$ cat config.mk
export PLATFORM = sky130hd
export DESIGN_NAME = alu_share_arbiter_flat
export DESIGN_NICKNAME = d
export VERILOG_FILES = /design/src/rtl/alu_share_arbiter_if.sv /design/src/rtl/alu_share_arbiter.sv /design/src/flat_wrapper.sv
export SDC_FILE = /design/constraint.sdc
export NUM_CORES = 1
export LEC_CHECK = 0
export CORE_AREA = 2 2 113 115
export DETAILED_ROUTE_END_ITERATION = 8
export DIE_AREA = 0 0 115 117
export PLACE_DENSITY = 0.69
export SLEW_MARGIN = 15
export SYNTH_ARGS = -nofsm -noshare
export SYNTH_HDL_FRONTEND = slang
export SYNTH_SLANG_ARGS = --single-unit
$ cat constraint.sdc
create_clock -name clk -period 2.4 [get_ports clk]
set_input_delay 0.48 -clock clk [delete_from_list [all_inputs] [get_ports clk]]
set_output_delay 0.48 -clock clk [all_outputs]
set_load 0.01 [all_outputs]
$ cat src/rtl/alu_share_arbiter_if.sv
// Request, response and shared-ALU signal bundle for alu_share_arbiter.
// Latency: none (wires only).
// Backpressure: carried by the req_ready and resp_ready signals inside the bundle.
interface alu_share_arbiter_if #(
    parameter int WIDTH = 32
);
    // Request channels (two requesters)
    logic             req_valid0;
    logic             req_valid1;
    logic             req_ready0;
    logic             req_ready1;
    logic [WIDTH-1:0] req_a0;
    logic [WIDTH-1:0] req_a1;
    logic [WIDTH-1:0] req_b0;
    logic [WIDTH-1:0] req_b1;
    logic [3:0]       req_ctrl0;
    logic [3:0]       req_ctrl1;
    logic             req_arith0;
    logic             req_arith1;

    // Response channels (data and flags are shared by both)
    logic             resp_valid0;
    logic             resp_valid1;
    logic             resp_ready0;
    logic             resp_ready1;
    logic [WIDTH-1:0] resp_data;
    logic             resp_zero;
    logic             resp_less;
    logic             resp_lessu;

    // Shared combinational ALU
    logic [WIDTH-1:0] alu_a;
    logic [WIDTH-1:0] alu_b;
    logic [3:0]       alu_ctrl;
    logic             alu_shift_arith;
    logic [WIDTH-1:0] alu_out;
    logic             alu_zero;
    logic             alu_less;
    logic             alu_lessu;

    // Arbiter side
    modport slave (
        input  req_valid0, req_valid1, req_a0, req_a1, req_b0, req_b1,
               req_ctrl0, req_ctrl1, req_arith0, req_arith1,
               resp_ready0, resp_ready1,
               alu_out, alu_zero, alu_less, alu_lessu,
        output req_ready0, req_ready1,
               resp_valid0, resp_valid1, resp_data, resp_zero, resp_less, resp_lessu,
               alu_a, alu_b, alu_ctrl, alu_shift_arith
    );

    // Requester and ALU side
    modport master (
        output req_valid0, req_valid1, req_a0, req_a1, req_b0, req_b1,
               req_ctrl0, req_ctrl1, req_arith0, req_arith1,
               resp_ready0, resp_ready1,
               alu_out, alu_zero, alu_less, alu_lessu,
        input  req_ready0, req_ready1,
               resp_valid0, resp_valid1, resp_data, resp_zero, resp_less, resp_lessu,
               alu_a, alu_b, alu_ctrl, alu_shift_arith
    );
endinterface

$ cat src/rtl/alu_share_arbiter.sv
// Round-robin sharing of one combinational ALU between two valid/ready requesters.
// Latency: result valid exactly 1 cycle after the request handshake; 1 op/cycle.
// Backpressure: a held result whose owner is not ready blocks new grants on both ports.
module alu_share_arbiter #(
    parameter int WIDTH = 32
) (
    input  logic               clk,
    input  logic               reset,
    alu_share_arbiter_if.slave bus
);

    typedef enum logic {
        IDLE = 1'b0,
        HOLD = 1'b1
    } state_t;

    state_t           state;
    logic             owner;
    logic             last_grant;
    logic [WIDTH-1:0] data_q;
    logic             zero_q;
    logic             less_q;
    logic             lessu_q;

    logic             owner_rdy;
    logic             accept;
    logic             grant0;
    logic             grant1;

    // The result slot frees up either when empty or when its owner drains it this cycle
    assign owner_rdy = owner ? bus.resp_ready1 : bus.resp_ready0;
    assign accept    = (state == IDLE) || owner_rdy;

    // Round-robin pick inside the accept window; on conflict the port not served last wins
    always_comb begin
        grant0 = 1'b0;
        grant1 = 1'b0;
        if (accept) begin
            if (bus.req_valid0 && bus.req_valid1) begin
                grant0 = last_grant;
                grant1 = !last_grant;
            end else begin
                grant0 = bus.req_valid0;
                grant1 = bus.req_valid1;
            end
        end
    end

    // Steer the granted port's operands to the ALU; quiet zeros when nobody is granted
    always_comb begin
        bus.alu_a           = '0;
        bus.alu_b           = '0;
        bus.alu_ctrl        = 4'b0000;
        bus.alu_shift_arith = 1'b0;
        if (grant0) begin
            bus.alu_a           = bus.req_a0;
            bus.alu_b           = bus.req_b0;
            bus.alu_ctrl        = bus.req_ctrl0;
            bus.alu_shift_arith = bus.req_arith0;
        end else if (grant1) begin
            bus.alu_a           = bus.req_a1;
            bus.alu_b           = bus.req_b1;
            bus.alu_ctrl        = bus.req_ctrl1;
            bus.alu_shift_arith = bus.req_arith1;
        end
    end

    // FSM plus result register: capture ALU output on a grant, release on owner handshake
    always_ff @(posedge clk or posedge reset) begin
        if (reset) begin
            state      <= IDLE;
            owner      <= 1'b0;
            last_grant <= 1'b1;
            data_q     <= '0;
            zero_q     <= 1'b0;
            less_q     <= 1'b0;
            lessu_q    <= 1'b0;
        end else if (grant0 || grant1) begin
            state      <= HOLD;
            owner      <= grant1;
            last_grant <= grant1;
            data_q     <= bus.alu_out;
            zero_q     <= bus.alu_zero;
            less_q     <= bus.alu_less;
            lessu_q    <= bus.alu_lessu;
        end else if (state == HOLD && owner_rdy) begin
            state <= IDLE;
        end
    end

    assign bus.req_ready0  = grant0;
    assign bus.req_ready1  = grant1;
    assign bus.resp_valid0 = (state == HOLD) && !owner;
    assign bus.resp_valid1 = (state == HOLD) && owner;
    assign bus.resp_data   = data_q;
    assign bus.resp_zero   = zero_q;
    assign bus.resp_less   = less_q;
    assign bus.resp_lessu  = lessu_q;

endmodule

$ cat src/flat_wrapper.sv
// flat-port wrapper written by rule: the top's interface ports become plain ports
module alu_share_arbiter_flat 
#(
    parameter int WIDTH = 32
)
  (clk, reset, bus_req_valid0, bus_req_valid1, bus_req_a0, bus_req_a1, bus_req_b0, bus_req_b1, bus_req_ctrl0, bus_req_ctrl1, bus_req_arith0, bus_req_arith1, bus_resp_ready0, bus_resp_ready1, bus_alu_out, bus_alu_zero, bus_alu_less, bus_alu_lessu, bus_req_ready0, bus_req_ready1, bus_resp_valid0, bus_resp_valid1, bus_resp_data, bus_resp_zero, bus_resp_less, bus_resp_lessu, bus_alu_a, bus_alu_b, bus_alu_ctrl, bus_alu_shift_arith);
  alu_share_arbiter_if #(.WIDTH(WIDTH)) bus_i ();
  input  logic clk;
  input  logic reset;
  input wire logic [$bits(bus_i.req_valid0)-1:0] bus_req_valid0;
  input wire logic [$bits(bus_i.req_valid1)-1:0] bus_req_valid1;
  input wire logic [$bits(bus_i.req_a0)-1:0] bus_req_a0;
  input wire logic [$bits(bus_i.req_a1)-1:0] bus_req_a1;
  input wire logic [$bits(bus_i.req_b0)-1:0] bus_req_b0;
  input wire logic [$bits(bus_i.req_b1)-1:0] bus_req_b1;
  input wire logic [$bits(bus_i.req_ctrl0)-1:0] bus_req_ctrl0;
  input wire logic [$bits(bus_i.req_ctrl1)-1:0] bus_req_ctrl1;
  input wire logic [$bits(bus_i.req_arith0)-1:0] bus_req_arith0;
  input wire logic [$bits(bus_i.req_arith1)-1:0] bus_req_arith1;
  input wire logic [$bits(bus_i.resp_ready0)-1:0] bus_resp_ready0;
  input wire logic [$bits(bus_i.resp_ready1)-1:0] bus_resp_ready1;
  input wire logic [$bits(bus_i.alu_out)-1:0] bus_alu_out;
  input wire logic [$bits(bus_i.alu_zero)-1:0] bus_alu_zero;
  input wire logic [$bits(bus_i.alu_less)-1:0] bus_alu_less;
  input wire logic [$bits(bus_i.alu_lessu)-1:0] bus_alu_lessu;
  output wire logic [$bits(bus_i.req_ready0)-1:0] bus_req_ready0;
  output wire logic [$bits(bus_i.req_ready1)-1:0] bus_req_ready1;
  output wire logic [$bits(bus_i.resp_valid0)-1:0] bus_resp_valid0;
  output wire logic [$bits(bus_i.resp_valid1)-1:0] bus_resp_valid1;
  output wire logic [$bits(bus_i.resp_data)-1:0] bus_resp_data;
  output wire logic [$bits(bus_i.resp_zero)-1:0] bus_resp_zero;
  output wire logic [$bits(bus_i.resp_less)-1:0] bus_resp_less;
  output wire logic [$bits(bus_i.resp_lessu)-1:0] bus_resp_lessu;
  output wire logic [$bits(bus_i.alu_a)-1:0] bus_alu_a;
  output wire logic [$bits(bus_i.alu_b)-1:0] bus_alu_b;
  output wire logic [$bits(bus_i.alu_ctrl)-1:0] bus_alu_ctrl;
  output wire logic [$bits(bus_i.alu_shift_arith)-1:0] bus_alu_shift_arith;
  assign bus_i.req_valid0 = bus_req_valid0;
  assign bus_i.req_valid1 = bus_req_valid1;
  assign bus_i.req_a0 = bus_req_a0;
  assign bus_i.req_a1 = bus_req_a1;
  assign bus_i.req_b0 = bus_req_b0;
  assign bus_i.req_b1 = bus_req_b1;
  assign bus_i.req_ctrl0 = bus_req_ctrl0;
  assign bus_i.req_ctrl1 = bus_req_ctrl1;
  assign bus_i.req_arith0 = bus_req_arith0;
  assign bus_i.req_arith1 = bus_req_arith1;
  assign bus_i.resp_ready0 = bus_resp_ready0;
  assign bus_i.resp_ready1 = bus_resp_ready1;
  assign bus_i.alu_out = bus_alu_out;
  assign bus_i.alu_zero = bus_alu_zero;
  assign bus_i.alu_less = bus_alu_less;
  assign bus_i.alu_lessu = bus_alu_lessu;
  assign bus_req_ready0 = bus_i.req_ready0;
  assign bus_req_ready1 = bus_i.req_ready1;
  assign bus_resp_valid0 = bus_i.resp_valid0;
  assign bus_resp_valid1 = bus_i.resp_valid1;
  assign bus_resp_data = bus_i.resp_data;
  assign bus_resp_zero = bus_i.resp_zero;
  assign bus_resp_less = bus_i.resp_less;
  assign bus_resp_lessu = bus_i.resp_lessu;
  assign bus_alu_a = bus_i.alu_a;
  assign bus_alu_b = bus_i.alu_b;
  assign bus_alu_ctrl = bus_i.alu_ctrl;
  assign bus_alu_shift_arith = bus_i.alu_shift_arith;
  alu_share_arbiter #(.WIDTH(WIDTH)) u_core (.clk(clk), .reset(reset), .bus(bus_i));
endmodule
==> flow_summary.ini <==
[yosys]
synthTopCellsByCount = 71 x nor2_1, 69 x a32oi_1, 37 x dfrtp_1, 33 x mux2_2, 21 x clkbuf_1
synth_area_um2 = 2520
ys.flop_type = dfrtp_1
synth_cells = 265
syn-num-nets = 444
yosys.area.top_type_share_pct = 36.8
synth_seq_cells = 38
synth.area.top_cells = dfrtp_1 37%, a32oi_1 24%, mux2_2 15%
yosys.area.top_type = dfrtp_1
yosysMostFrequentCell = nor2_1
synth_cell_types = 22
avgSynthCellArea_um2 = 9.50
synth_edf_count = 0
async_reset_ff_share_pct = 100
yosysWarnings = 0
ys_seq_area_share_pct = 37.8

[cts]
cts_buffers = 5
clock-sinks = 38
cts.path.max_buffers = 2
htree_levels = 2
root_buffer = clkbuf_16
cts_tree = built
clock_latency_ns = 0.27
clk_pin_slew_ns = 0.05

[critical_path]
cp_top_family = buffers and inverters
cp.required_ns = 1.92
max_stage_delay_ns = 0.57
crit_path_max_fanout = 11
start_kind = register
crit_slowest_cell = dfstp_2
arrival_ns = 1.85
crit_type = reg2out
worstPathCellList = a21boi_4 > buf_6 > bufbuf_16 > a32oi_1 > nor2_1 > dlygate4sd2_1
end_kind = output pin
crit_buf_inv = 3

[sta]
rsz0062_at_grt = no
layout_min_cycle_time_ns = 2.33
slew-limit-headroom_pct = 68.3
worst_slew_pin_slew_ns = 0.476
skew_ns = 0.00246
drv_slew = 0
setup_viol_count_final = 0
hold_viol = 0
post-route-period-util_pct = 97.0
fmax_mhz = 429

[power]
leakagePower_nw = 2.53
power_density_nw_per_um2 = 647
p_total_w = 0.00383
vdd_drop_max_uv = 454

[grt]
grt_pass1_vias = 3267
grt_usage_pct = 16.4
antenna_found_initial = 1
gr-total-overflow = 0
grt_max_degree = 46
grt_pass1_wl_um = 17400

[final_layout]
area_growth_pct = 135
layoutNonFillerInstCount = 703
fin_nets = 731
layout-drive-gt1-share_pct = 15.0

[floorplan]
die_x_um = 115
io_pins = 287
die_height_um = 117
core_um2 = 12300
start_util_pct = 20.5
rows = 41
dieArea_um2 = 13500

[worst_hold_path]
hp-class = reg2reg

[route]
vias_per_cell = 4.84
wirelength_um = 12900
route.vias.total = 3400
drcViolationCount = 0
ant_nets = 0
drtIter0Drc = 173
wl_per_cell_um = 18.3
dr.pass1.iters = 4

[status]
outcome = complete, no violations

[placed_design]
dp.cells = 681
place.detailed.hpwl_um = 9070
place.gp.congestion = 0.739
portBuffers = 286

[run]
drv_cap = 0
==> path summary, 6_finish.rpt <==
kind | startpoint | end | slack [ns] | cells past startpoint
setup / recovery | u_core.last_grant | bus_alu_a[3] | 0.07 | 6
max in group asynchronous | reset | u_core.last_grant | 1.42 | 3
hold reg to reg | u_core.bus.resp_zero | u_core.bus.resp_zero | 0.50 | 1
setup reg to reg | u_core.owner | u_core.bus.resp_data[18] | 0.65 | 6
min in group asynchronous | reset | u_core.bus.resp_data[14] | 0.62 | 3
hold / removal | u_core.bus.resp_zero | u_core.bus.resp_zero | 0.50 | 1
==> stage by stage <==
| step | utilization [%] | TNS, ns | setup slack (ns) | hold WS [ns] | cell area (um2) |
|---|---|---|---|---|---|
| after floorplan | - | 0 | 0.495 | 0.514 | 2520 |
| after global placement | 45.6 | -20.29 | -0.361 | 0.490 | 5620 |
| after detailed placement | 45.6 | -22.49 | -0.398 | 0.496 | 5620 |
| after CTS | 47.1 | 0 | 0.0159 | 0.507 | 5800 |
| after global routing | 48.0 | 0 | 0.000770 | 0.521 | 5910 |
| final | 48.0 | 0 | 0.0713 | 0.503 | 5910 |
==> registers in the layout, indices dropped and copies added (netlist names) <==
| signal | count |
|---|---|
| u_core.bus.resp_data | 32 |
| u_core.bus.resp_less | 1 |
| u_core.bus.resp_lessu | 1 |
| u_core.bus.resp_zero | 1 |
| u_core.last_grant | 1 |
| u_core.owner | 1 |
| u_core.state | 1 |
==> report_power, final <==
group          switching, W  internal [W]  leakage, nW
clock network      0.000236      0.000379       0.0629
logic              0.000977       0.00131         2.02
registers          0.000101      0.000823        0.440
total               0.00131       0.00251         2.53
==> routing by layer <==
layer,wire length [um],track usage (%),up-vias
met2,6650,30.4,184
met5,0,0,-
met4,185,3.94,0
met3,1320,5.20,15
met1,4740,18.3,1601
li1,-,-,1600
==> layout make-up <==
cell class / instances / area (um2)
antenna: 1 / 2.50
clock buffer: 6 / 129
clock inverter: 1 / 7.51
fill: 1192 / 6400
inverter: 1 / 3.75
multi-input combinational: 192 / 1440
sequential: 38 / 952
tap: 150 / 188
timing repair buffer: 314 / 3190
==> cells by family (layout without fill, tap and decap cells) <==
| group | Yosys count | after routing | share of synthesized area [%] |
|---|---|---|---|
| AND/OR/NAND/NOR | 81 | 81 | 13.1 |
| multiplexers | 36 | 36 | 16.3 |
| flip-flops | 38 | 38 | 37.8 |
| buffers and inverters | 35 | 322 | 6.61 |
| AO/OA/AOI/OAI | 75 | 75 | 26.2 |
| other | 0 | 1 | 0 |
==> placed cells by master, fill, tap and decap left out, drive strengths merged, types with 2 or more instances in the layout <==
cell	Yosys	final
bufbuf	0	2
mux2	35	35
a32oi	69	69
nor2	71	71
clkbuf	21	9
buf	13	25
a21oi	2	2
clkdlybuf4s50	0	211
and2	2	2
nand2b	4	4
dfrtp	37	37
nand2	2	2
dlygate4sd2	0	69
a21boi	2	2
clkdlybuf4s15	0	2
dlymetal6s2s	0	2
==> repair_timing <==
item,4_1_cts,5_1_grt
gates resized for setup,77,11
pin swaps,0,0
gates cloned,3,1
endpoints found under the setup margin,71,66
hold buffers,0,0
setup buffers,3,7
Power figures use the tool's default switching activity.
